$ cat src/rtl/pipelined_add_sub.sv
// Pipelined signed add/sub built from 4-bit CLA slices, carry registered between stages.
// Define SATURATE_EN to clamp the result on signed overflow.
module pipelined_add_sub #(
  parameter int DATA_WIDTH = 16,
  parameter int STAGES     = 2
) (
  input  logic                  clk,
  input  logic                  rst_n,
  input  logic                  in_valid,
  output logic                  in_ready,
  input  logic [DATA_WIDTH-1:0] A,
  input  logic [DATA_WIDTH-1:0] B,
  input  logic                  sub,
  output logic                  out_valid,
  input  logic                  out_ready,
  output logic [DATA_WIDTH-1:0] result,
  output logic                  overflow,
  output logic                  carry_out
);

  localparam int DW = DATA_WIDTH;
  localparam int SL = DW / STAGES;
  localparam int NC = SL / 4;

  function automatic logic [4:0] cla4(
    input logic [3:0] a,
    input logic [3:0] b,
    input logic       c0
  );
    logic [3:0] p, g;
    logic [4:0] c;
    p = a ^ b;
    g = a & b;
    c[0] = c0;
    c[1] = g[0] | (p[0] & c0);
    c[2] = g[1] | (p[1] & g[0])
         | (p[1] & p[0] & c0);
    c[3] = g[2] | (p[2] & g[1])
         | (p[2] & p[1] & g[0])
         | (p[2] & p[1] & p[0] & c0);
    c[4] = g[3] | (p[3] & g[2])
         | (p[3] & p[2] & g[1])
         | (p[3] & p[2] & p[1] & g[0])
         | (p[3] & p[2] & p[1] & p[0] & c0);
    return {c[4], p ^ c[3:0]};
  endfunction

  function automatic logic [SL:0] add_sl(
    input logic [SL-1:0] a,
    input logic [SL-1:0] b,
    input logic          c
  );
    logic [SL-1:0] s;
    logic          cc;
    logic [4:0]    r;
    s  = '0;
    cc = c;
    for (int i = 0; i < NC; i++) begin
      r = cla4(a[i*4+:4], b[i*4+:4], cc);
      s[i*4+:4] = r[3:0];
      cc = r[4];
    end
    return {cc, s};
  endfunction

  logic          stall;
  logic [DW-1:0] beff;

  assign stall    = out_valid && !out_ready;
  assign in_ready = !stall;
  assign beff     = sub ? ~B : B;

  for (genvar s = 0; s < STAGES; s++) begin : g
    localparam int LO = s * SL;
    localparam int HI = LO + SL;

    logic [DW-LO-1:0] ai, bi;
    logic             ci, asi, bsi, vi;
    logic [SL:0]      r;
    logic [HI-1:0]    sum_d;

    assign r = add_sl(ai[SL-1:0], bi[SL-1:0], ci);

    if (s == 0) begin : src
      assign ai    = A;
      assign bi    = beff;
      assign ci    = sub;
      assign asi   = A[DW-1];
      assign bsi   = beff[DW-1];
      assign vi    = in_valid;
      assign sum_d = r[SL-1:0];
    end else begin : src
      // upper operand bits and lower sums skewed in one stage register
      logic [DW-LO-1:0] a_q, b_q;
      logic [LO-1:0]    sum_q;
      logic             c_q, as_q, bs_q, v_q;

      always_ff @(posedge clk or negedge rst_n) begin
        if (!rst_n) begin
          a_q   <= '0;
          b_q   <= '0;
          sum_q <= '0;
          c_q   <= 1'b0;
          as_q  <= 1'b0;
          bs_q  <= 1'b0;
          v_q   <= 1'b0;
        end else if (!stall) begin
          a_q   <= g[s-1].ai[DW-LO+SL-1:SL];
          b_q   <= g[s-1].bi[DW-LO+SL-1:SL];
          sum_q <= g[s-1].sum_d;
          c_q   <= g[s-1].r[SL];
          as_q  <= g[s-1].asi;
          bs_q  <= g[s-1].bsi;
          v_q   <= g[s-1].vi;
        end
      end

      assign ai    = a_q;
      assign bi    = b_q;
      assign ci    = c_q;
      assign asi   = as_q;
      assign bsi   = bs_q;
      assign vi    = v_q;
      assign sum_d = {r[SL-1:0], sum_q};
    end
  end

  logic [DW-1:0] res_q;
  logic          cout_q, as_o, bs_o, v_o;
  logic          ovf;

  always_ff @(posedge clk or negedge rst_n) begin
    if (!rst_n) begin
      res_q  <= '0;
      cout_q <= 1'b0;
      as_o   <= 1'b0;
      bs_o   <= 1'b0;
      v_o    <= 1'b0;
    end else if (!stall) begin
      res_q  <= g[STAGES-1].sum_d;
      cout_q <= g[STAGES-1].r[SL];
      as_o   <= g[STAGES-1].asi;
      bs_o   <= g[STAGES-1].bsi;
      v_o    <= g[STAGES-1].vi;
    end
  end

  assign ovf = (as_o == bs_o) && (res_q[DW-1] != as_o);

  always_comb begin
    result = res_q;
`ifdef SATURATE_EN
    if (ovf) begin
      result = as_o ? {1'b1, {(DW-1){1'b0}}}
                    : {1'b0, {(DW-1){1'b1}}};
    end
`endif
  end

  assign out_valid = v_o;
  assign overflow  = ovf;
  assign carry_out = cout_q;

endmodule

$ cat config.mk
export PLATFORM = sky130hd
export DESIGN_NAME = pipelined_add_sub
export DESIGN_NICKNAME = d
export VERILOG_FILES = /design/src/rtl/pipelined_add_sub.sv
export SDC_FILE = /design/constraint.sdc
export NUM_CORES = 1
export LEC_CHECK = 0
export CAP_MARGIN = 40
export CORE_MARGIN = 5
export CORE_UTILIZATION = 46
export DETAILED_ROUTE_END_ITERATION = 7
export HOLD_SLACK_MARGIN = 0.05
export PLACE_DENSITY = 0.86
export SLEW_MARGIN = 20
export SYNTH_ARGS = -nofsm -noshare
export SYNTH_HDL_FRONTEND = slang
export SYNTH_SLANG_ARGS = --single-unit
$ cat constraint.sdc
create_clock -name clk -period 1.9 [get_ports clk]
set_input_delay 0.38 -clock clk [delete_from_list [all_inputs] [get_ports clk]]
set_output_delay 0.38 -clock clk [all_outputs]
set_load 0.01 [all_outputs]
==> flow_summary.ini <==
[run_status]
status = finished, violations left
failed_checks = negative setup slack

[route]
finalWirelength_um = 6197
post_drt_wl_per_cell_um = 14.38
drt_iter0_markers = 74
vias = 2212
ant_nets = 0
drc = 0
post_drt_via_cell_ratio = 5.132
firstDrtPassIters = 4

[synth]
synth_largest_area_cell = dfrtp_1
synthArstFlopShare_pct = 100.0
synth.distinct_cells = 36
syn-num-nets = 331
yosysMostFrequentCell = nand2_1
synth_common_cells = nand2_1 (69), dfrtp_1 (46), o21ai_0 (24), ha_1 (16), a21oi_1 (15)
synthFlopType = dfrtp_1
synth_top_area_share_pct = 44.68
synth_edf_count = 0
synthTopCellsByArea = dfrtp_1 (45%), nand2_1 (10%), ha_1 (7.8%)
avgSynthCellArea_um2 = 9.368
synthCells = 275
ys_seq_area_share_pct = 44.68
netlist_area_mm2 = 0.002576
ys.warnings.count = 0
synth_seq_cells = 46

[critical_path]
r2r_start = g[1].ai[0]
critPathCaptureType = flop
cpMostUsedCell = a21oi_2
cp_max_fo = 3
cp.buffers_inverters = 0
r2r_slack_ns = -0.009
reg2reg_depth = 6
slowest_stage = fa_2
required_ns = 2.13
crit_family = adder cells
cp_cell_sequence = ha_4 -> a211oi_4 -> o21bai_2 -> a21oi_2 -> fa_2 -> a21oi_2
r2r_end = result[12]
crit_arrival_ns = 2.13
start_kind = flop
crit_type = reg2reg
max_stage_delay_ns = 0.46

[grt]
use_met2_pct = 35.52
overflow = 0
use_met1_pct = 19.48
grtUsageTotal_pct = 17.90
grt_pass1_vias = 2338
antenna_found_initial = 0
grt_max_degree = 27
busiest_layer = met2
grt_pass1_wl_um = 10520
use_met3_pct = 2.816

[placed_design]
place_ws_ns = -0.7973
io_buffers = 56
place_congestion = 0.8465
dpl.hpwl_um = 4760

[die]
core.rowCount = 27
io_pins = 57
fp.coreArea_mm2 = 0.005473
die_area_mm2 = 0.007197
fp.dieW_um = 84.84
initial_utilization_pct = 47.07
die_h_um = 84.84

[clock_tree]
cts_buffers = 5
clkLatencyLatePin_ns = 0.29
holdBufCountCts = 0
cts_tree = done
cts_sinks = 46
htreeDepth = 2
cts-root-buf = clkbuf_8
clockBufferDepth = 2
clkTransAtPathRegs_ns = 0.08

[timing]
finalWorstSetupSlack_ns = -0.008919
maxSlewHeadroom_pct = 67.18
period_minus_slack_ns = 1.909
fin_tns_setup_ns = -0.008919
hold_viol_final = 0
fin_crit_sh_pct = 100.5
drv_slew = 0
worst_pin_slew_ns = 0.4922
finalSetupViolations = 1
rsz0062_at_grt = yes
skew_ns = 0.008622
hold_ws_ns = 0.04156
max_freq_ghz = 0.5239

[cells_and_area]
layout-drive-gt1-share_pct = 19.22
n_fill_cell = 433
final_nets = 414
fin_util_pct = 67.33
area_delta_synth_final_pct = 43.03
diodes = 0

[power]
p_leak_nw = 1.698
p_per_area_mw_per_mm2 = 1041
ir_drop_mv = 0.5704

[job]
drv_cap = 0

[min_path]
hold_class = in2async
==> kinds of logic after synthesis <==
logic type | count (synthesis) | share of synthesized area (%)
compound gates | 66 | 16.80
xor+xnor | 23 | 7.820
fa+ha+maj | 19 | 10.10
buf+inv | 20 | 3.254
flops | 46 | 44.68
mux | 2 | 0.7771
simple gates | 99 | 16.56
==> routing by layer <==
metal	vias up	wire length, µm
met5	-	0
met4	0	71
met3	8	283
met2	58	3447
met1	1040	2394
li1	1106	-
==> through the flow <==
stage / area, µm² / total power, W / std cells
3_3_place_gp: 3368 / 0.002781 / 414
3_5_place_dp: 3368 / 0.002857 / 414
4_1_cts: 3598 / 0.003795 / 426
2_1_floorplan: 2606 / 0.002157 / 275
6_report: 3685 / 0.003835 / 431
5_1_grt: 3685 / 0.004084 / 431
==> registers in the layout, indices dropped and copies added, names as in the netlist <==
name         flops
as_o             1
bs_o             1
carry_out        1
g.ai             8
g.bi             8
g.ci             1
g.src.sum_q      8
g.src.v_q        1
out_valid        1
result          16
==> how the worst max path moves through the flow <==
stage,to,slack [ns],start,cells after the start
2_1_floorplan,g[1].src.sum_q[4],-0.32,sub,9
3_5_place_dp,g[1].src.sum_q[4],-0.80,sub,8
4_1_cts,result[12],-0.001,g[1].ai[0],6
3_3_place_gp,g[1].src.sum_q[4],-0.65,sub,8
6_report,result[12],-0.009,g[1].ai[0],6
5_1_grt,result[12],-0.08,g[1].ai[0],6
==> cells in the final DEF (no fill, tap or decap), types with 3 or more instances in the layout <==
cell	netlist	routed
a21o_1	5	5
a21oi_1	15	9
a21oi_2	0	6
buf_4	1	31
clkbuf_8	0	6
clkdlybuf4s15_1	0	3
clkdlybuf4s50_1	0	46
dfrtp_1	46	46
dlygate4sd2_1	0	3
ha_1	16	13
ha_4	0	3
inv_1	7	7
nand2_1	69	69
nand3_1	4	4
nor2_1	14	14
nor3b_1	5	4
o21a_1	4	4
o21ai_0	24	22
xnor2_1	9	9
xor2_1	14	11
xor2_2	0	3
==> repair_timing <==
action / 4_1_cts / 5_1_grt
pin swaps: 15 / 10
setup buffers: 4 / 5
setup endpoints to repair: 11 / 9
hold endpoints to repair: 0 / 0
gates resized for setup: 31 / 13
==> where the power goes <==
| group | switching [W] | total [W] | internal [W] |
|---|---|---|---|
| logic | 0.000712 | 0.00155 | 0.000838 |
| registers | 0.000165 | 0.00141 | 0.00124 |
| clock network | 0.000313 | 0.000874 | 0.000561 |
| total | 0.00119 | 0.00383 | 0.00264 |
==> cell type report <==
cell class | instances | area [µm²] | share of cell area [%]
clock buffer | 6 | 82.58 | 2.241
clock inverter | 2 | 60.06 | 1.630
inverter | 8 | 30.03 | 0.8149
multi-input combinational | 209 | 1461 | 39.66
sequential | 46 | 1151 | 31.24
tap | 72 | 90.09 | 2.445
timing repair buffer | 88 | 809.5 | 21.97
Power figures use the tool's default switching activity.
